<file path="config.mk">
export PLATFORM = sky130hd
export DESIGN_NAME = fifo_in_responder
export DESIGN_NICKNAME = d
export VERILOG_FILES = /design/src/rtl/fifo_in_resp_pkg.sv /design/src/rtl/fifo_in_mem.sv /design/src/rtl/fifo_in_responder.sv
export SDC_FILE = /design/constraint.sdc
export NUM_CORES = 2
export LEC_CHECK = 0
export ABC_AREA = 1
export CAP_MARGIN = 30
export CORE_ASPECT_RATIO = 1.25
export CORE_MARGIN = 2
export CORE_UTILIZATION = 50
export CTS_CLUSTER_DIAMETER = 80
export CTS_CLUSTER_SIZE = 40
export DETAILED_ROUTE_END_ITERATION = 7
export PLACE_DENSITY = 0.76
export SLEW_MARGIN = 20
export SYNTH_ARGS = -nofsm -noshare
export SYNTH_HDL_FRONTEND = slang
export SYNTH_SLANG_ARGS = --single-unit
</file>
<file path="constraint.sdc">
create_clock -name clk -period 11 [get_ports clk]
set_clock_uncertainty 0.1 [all_clocks]
set_input_delay 1.1 -clock clk [delete_from_list [all_inputs] [get_ports clk]]
set_output_delay 1.1 -clock clk [all_outputs]
set_load 0.02 [all_outputs]
</file>
<file path="src/rtl/fifo_in_resp_pkg.sv">
`default_nettype none
// ============================================================================
// Module : fifo_in_resp_pkg
// Brief  : Shared defaults and pointer/count types for the FIFO_in responder.
// Rev    : 1.0
// ============================================================================
package fifo_in_resp_pkg;

    localparam int C_DATA_WIDTH = 128;
    localparam int C_DEPTH      = 16;
    localparam int C_AF_MARGIN  = 2;

    localparam int PTR_W = $clog2(C_DEPTH);

    typedef logic [PTR_W-1:0] ptr_t;
    typedef logic [PTR_W:0]   cnt_t;

endpackage
`default_nettype wire

</file>
<file path="src/rtl/fifo_in_mem.sv">
`default_nettype none
// ============================================================================
// Module : fifo_in_mem
// Brief  : DEPTH x DATA_WIDTH storage, one sync write port, one registered read port.
// Rev    : 1.0
// ============================================================================
module fifo_in_mem
    import fifo_in_resp_pkg::*;
#(
    parameter int DATA_WIDTH = C_DATA_WIDTH,
    parameter int DEPTH      = C_DEPTH,
    parameter int ADDR_W     = $clog2(DEPTH)
) (
    input  logic                  clk,
    input  logic                  rst,
    input  logic                  wr_en,
    input  logic [ADDR_W-1:0]     wr_addr,
    input  logic [DATA_WIDTH-1:0] wr_data,
    input  logic                  rd_en,
    input  logic [ADDR_W-1:0]     rd_addr,
    output logic [DATA_WIDTH-1:0] rd_data
);

    logic [DATA_WIDTH-1:0] r_mem [DEPTH];
    logic [DATA_WIDTH-1:0] r_rd_data;

    // Array itself is never reset so it maps onto block RAM.
    always_ff @(posedge clk) begin
        if (wr_en) begin
            r_mem[wr_addr] <= wr_data;
        end
    end

    always_ff @(posedge clk) begin
        if (!rst) begin
            r_rd_data <= '0;
        end else if (rd_en) begin
            r_rd_data <= r_mem[rd_addr];
        end
    end

    assign rd_data = r_rd_data;

endmodule
`default_nettype wire

</file>
<file path="src/rtl/fifo_in_responder.sv">
`default_nettype none
// ============================================================================
// Module : fifo_in_responder
// Brief  : Responder-side sync FIFO with occupancy and sticky over/underflow.
// Rev    : 1.0
// ============================================================================
module fifo_in_responder
    import fifo_in_resp_pkg::*;
#(
    parameter int DATA_WIDTH = C_DATA_WIDTH,
    parameter int DEPTH      = C_DEPTH,
    parameter int AF_MARGIN  = C_AF_MARGIN
) (
    input  logic                    clk,
    input  logic                    rst,
    input  logic                    wr_en,
    input  logic                    rd_en,
    input  logic [DATA_WIDTH-1:0]   wr_data,
    output logic [DATA_WIDTH-1:0]   rd_data,
    output logic                    full,
    output logic                    empty,
    output logic                    almost_full,
    output logic [$clog2(DEPTH):0]  count,
    output logic                    overflow,
    output logic                    underflow
);

    localparam int c_PTR_W = $clog2(DEPTH);
    localparam int c_CNT_W = c_PTR_W + 1;
    localparam logic [c_CNT_W-1:0] c_FULL_LVL = c_CNT_W'(DEPTH);
    localparam logic [c_CNT_W-1:0] c_AF_LVL   = c_CNT_W'(DEPTH - AF_MARGIN);

    logic [c_PTR_W-1:0] r_wr_ptr;
    logic [c_PTR_W-1:0] r_rd_ptr;
    logic [c_CNT_W-1:0] r_count;
    logic               r_overflow;
    logic               r_underflow;

    logic w_full;
    logic w_empty;
    logic w_wr_acc;
    logic w_rd_acc;
    logic w_mem_we;
    logic w_mem_re;

    // Flags decode from the count register only, so they never see this cycle's requests.
    assign w_full   = (r_count == c_FULL_LVL);
    assign w_empty  = (r_count == '0);
    assign w_wr_acc = wr_en & ~w_full;
    assign w_rd_acc = rd_en & ~w_empty;
    assign w_mem_we = w_wr_acc & rst;
    assign w_mem_re = w_rd_acc & rst;

    always_ff @(posedge clk) begin
        if (!rst) begin
            r_wr_ptr    <= '0;
            r_rd_ptr    <= '0;
            r_count     <= '0;
            r_overflow  <= 1'b0;
            r_underflow <= 1'b0;
        end else begin
            if (w_wr_acc) begin
                r_wr_ptr <= r_wr_ptr + c_PTR_W'(1);
            end
            if (w_rd_acc) begin
                r_rd_ptr <= r_rd_ptr + c_PTR_W'(1);
            end
            case ({w_wr_acc, w_rd_acc})
                2'b10:   r_count <= r_count + c_CNT_W'(1);
                2'b01:   r_count <= r_count - c_CNT_W'(1);
                default: r_count <= r_count;
            endcase
            r_overflow  <= r_overflow  | (wr_en & w_full);
            r_underflow <= r_underflow | (rd_en & w_empty);
        end
    end

    fifo_in_mem #(
        .DATA_WIDTH (DATA_WIDTH),
        .DEPTH      (DEPTH),
        .ADDR_W     (c_PTR_W)
    ) u_mem (
        .clk     (clk),
        .rst     (rst),
        .wr_en   (w_mem_we),
        .wr_addr (r_wr_ptr),
        .wr_data (wr_data),
        .rd_en   (w_mem_re),
        .rd_addr (r_rd_ptr),
        .rd_data (rd_data)
    );

    assign full        = w_full;
    assign empty       = w_empty;
    assign almost_full = (r_count >= c_AF_LVL);
    assign count       = r_count;
    assign overflow    = r_overflow;
    assign underflow   = r_underflow;

endmodule
`default_nettype wire
</file>
==> impl_metrics.csv <==
group,metric,value,unit
cells_and_area,area_growth,8.971,%
floorplan,die_h,466.8,µm
global_routing,antenna_found_initial,39,
clock_network,cts_buffers,84,
cells_and_area,fin_nets,7185,
timing,finalSetupViolCount,0,
timing,rsz0062_at_grt,"false",
clock_network,cts_tree,"done",
cells_and_area,layout-drive-gt1-share,0.03472,
detailed_routing,drt_iter0_markers,7401,
global_routing,grt_max_degree,278,
synthesis,synth-seq-cells,2191,
status,status,"completed",
clock_network,clock-sinks,2191,
cells_and_area,mostFrequentLayoutCell,"nand2_1",
setup_path,path_delay_family,"buffers and inverters",
global_routing,grt_pass1_wl,326200,µm
setup_path,endpoint,"u_mem.r_mem[10][92]$_DFFE_PP_",
power,vdd_ir_drop_max,0.2133,mV
power,p_int,12.35,mW
clock_network,cts_hold_buf,0,
timing,worst_pin_slew,1.376,ns
setup_path,cp-end-kind,"flop",
power,clock_power_share,0.245,
timing,report.final.slew_viol_count,0,
placed_design,port_buffers,269,
power,p_per_area,195.6,nW/µm²
detailed_routing,route.detailed.drc,0,
floorplan,num_rows,169,
floorplan,fp.dieArea,174700,µm²
detailed_routing,wl_per_cell,23.41,µm
setup_path,reg2reg_setup_slack,6.66,ns
synthesis,synth_cell_type_count,26,
worst_hold_path,min_path_type,"flop to flop",
floorplan,io_pins,270,
clock_network,clockRootBuffer,"clkbuf_16",
setup_path,cp_max_fo,42,
placed_design,gp_congestion,0.7661,
setup_path,r2r_cells,9,
synthesis,synth_warnings,0,
floorplan,core_area,170000,µm²
timing,setup_tns,0,ns
timing,holdWs,0.3595,ns
cells_and_area,final.fill_count,13600,
clock_network,cts_resized,0,
synthesis,avgSynthCellArea,12.12,µm²
detailed_routing,viasPerCell,5.928,
clock_network,clock_path_buffers,3,
synthesis,syn-cell-area,85660,µm²
setup_path,cp_common_cell,"buf_4",
detailed_routing,dr.pass1.iters,6,
setup_path,crit_buf_inv,3,
floorplan,die_w,374.2,µm
flow_run,cap_violations,0,
detailed_routing,routed_wl,218900,µm
floorplan,start_util,0.5039,
timing,timing.fmax,217.8,MHz
timing,fin_crit_sh,0.4174,
setup_path,path_class,"input port to flop",
detailed_routing,via_count,55440,
clock_network,htreeDepth,3,
clock_network,clk_latency,0.77,ns
setup_path,worstReg2RegStart,"r_rd_ptr[0]$_SDFFE_PN0P_",
setup_path,crit_start,"rst",
setup_path,r2r-end,"u_mem.rd_data[33]$_SDFFE_PN0P_",
global_routing,grt-ovfl-total,0,
setup_path,start_kind,"input port",
setup_path,cp_num_cells,5,
clock_network,path_clk_slew,0.13,ns
clock_network,cts_setup_buffers,0,
timing,maxSlewHeadroom,0.08292,
synthesis,synth-seq-area-share,0.7514,
synthesis,synth_fp_nets,7210,
cells_and_area,mostFrequentLayoutCells,"nand2_1 (2477), edfxtp_1 (2048), nand3_1 (1829)",
global_routing,grt_pass1_vias,53070,
setup_path,required,11.28,ns
synthesis,synthCells,7070,
power,p_seq_frac,0.527,
detailed_routing,ant_nets,0,
power,p_leak,32.37,nW
setup_path,worst_path_max_delay_cell,"buf_4",
power,p_comb_frac,0.228,
global_routing,grt_usage,0.2451,
setup_path,cpPeakStageDelay,0.85,ns
timing,period_needed,4.592,ns
setup_path,crit_chain,"clkdlybuf4s50_1 -> nand3_1 -> nor2_4 -> buf_4 -> buf_4",
timing,hold_viol,0,
power,switching_share,0.3233,
power,p_sw,5.903,mW
placed_design,hpwlAfterDp,103300,µm
setup_path,cp.arrival,4.87,ns
synthesized netlist by cell type:
master / instances / share of area
nor3_1: 1 / 0.000058
buf_4: 18 / 0.0016
buf_1: 35 / 0.0015
o31ai_1: 1 / 0.000088
ha_1: 8 / 0.0012
a21oi_1: 21 / 0.0012
o21ai_0: 11 / 0.00064
a21boi_0: 6 / 0.00053
inv_1: 22 / 0.00096
nand4_1: 2 / 0.00015
edfxtp_1: 2048 / 0.72
clkinv_1: 1 / 0.000044
dfxtp_1: 143 / 0.033
buf_6: 3 / 0.00039
clkbuf_1: 66 / 0.0029
xnor2_1: 1 / 0.00010
nand2_1: 2477 / 0.11
buf_2: 332 / 0.019
o22ai_1: 1 / 0.000073
nand3_1: 1829 / 0.11
xor2_1: 3 / 0.00031
inv_4: 1 / 0.000073
nor2_1: 29 / 0.0013
o211ai_1: 6 / 0.00053
o21ai_1: 1 / 0.000058
inv_2: 4 / 0.00018
power by group through the flow:
stage	sequential, mW	combinational, mW	clock, mW
after floorplan	9.87	2.67	0
after global placement	9.81	3.98	0
after detailed placement	9.81	4.09	0
after CTS	9.63	4.12	4.52
after global routing	9.65	4.58	4.79
final	9.62	4.16	4.48
logic make-up (layout without fill, tap and decap cells):
family,after synthesis,count (layout),synth area share
AOI/OAI and AO/OA,47,47,0.003140
xor gates and xnor gates,4,4,0.0004091
adders and majority gates,8,8,0.001169
buffers and inverters,482,527,0.02705
DFF,2191,2191,0.7514
other,0,15,0
and+or+nand+nor,4338,4338,0.2169
routing by layer:
| layer | vias to the layer above | GRT usage | part of all wire |
|---|---|---|---|
| met5 | - | 0 | 0.0012 |
| met4 | 42 | 0.07906 | 0.027 |
| met2 | 3041 | 0.3943 | 0.47 |
| li1 | 24800 | - | - |
| met1 | 27150 | 0.3385 | 0.39 |
| met3 | 410 | 0.04716 | 0.11 |
state kept, by name (all words and copies together), names as in the netlist:
register       flops
underflow          1
u_mem.r_mem     2048
r_wr_ptr           4
count              5
overflow           1
u_mem.rd_data    128
r_rd_ptr           4
tightest hold or removal path, cell delays in order (launching register included):
cell	delay, ns
dfxtp_1	0.33
nand2_1	0.06
nand2_1	0.04
metrics by stage:
stage                 util  setup slack [ns]  area (µm²)  cells  power, mW
CTS                 0.5481             6.480       93180   9333      18.26
global route        0.5489             6.322       93320   9344      19.02
finish              0.5491             6.408       93350   9353      18.26
floorplan                -             3.436       85660   7070      12.53
global placement    0.5286             5.783       89860   9175      13.79
detailed placement  0.5289             5.686       89920   9177      13.91
final cells by class:
| cell class | count | area [µm²] | area share |
|---|---|---|---|
| Inverter | 28 | 146.4 | 0.001568 |
| Tap cell | 2223 | 2781 | 0.02980 |
| Antenna cell | 15 | 37.54 | 0.0004021 |
| Sequential cell | 2191 | 64380 | 0.6897 |
| Clock inverter | 60 | 1075 | 0.01151 |
| Clock buffer | 96 | 2188 | 0.02344 |
| Multi-Input combinational cell | 4397 | 19110 | 0.2047 |
| Timing Repair Buffer | 343 | 3631 | 0.03890 |
worst min-delay path by stage:
stage                                          startpoint                              end  cells after the start
after floorplan                  r_wr_ptr[3]$_SDFFE_PN0P_         r_wr_ptr[3]$_SDFFE_PN0P_                      2
final                      u_mem.rd_data[54]$_SDFFE_PN0P_   u_mem.rd_data[54]$_SDFFE_PN0P_                      2
after detailed placement   u_mem.rd_data[27]$_SDFFE_PN0P_   u_mem.rd_data[27]$_SDFFE_PN0P_                      2
after global routing       u_mem.rd_data[45]$_SDFFE_PN0P_   u_mem.rd_data[45]$_SDFFE_PN0P_                      2
after global placement    u_mem.rd_data[101]$_SDFFE_PN0P_  u_mem.rd_data[101]$_SDFFE_PN0P_                      2
after CTS                  u_mem.rd_data[61]$_SDFFE_PN0P_   u_mem.rd_data[61]$_SDFFE_PN0P_                      2
(Power assumes the default switching activity.)
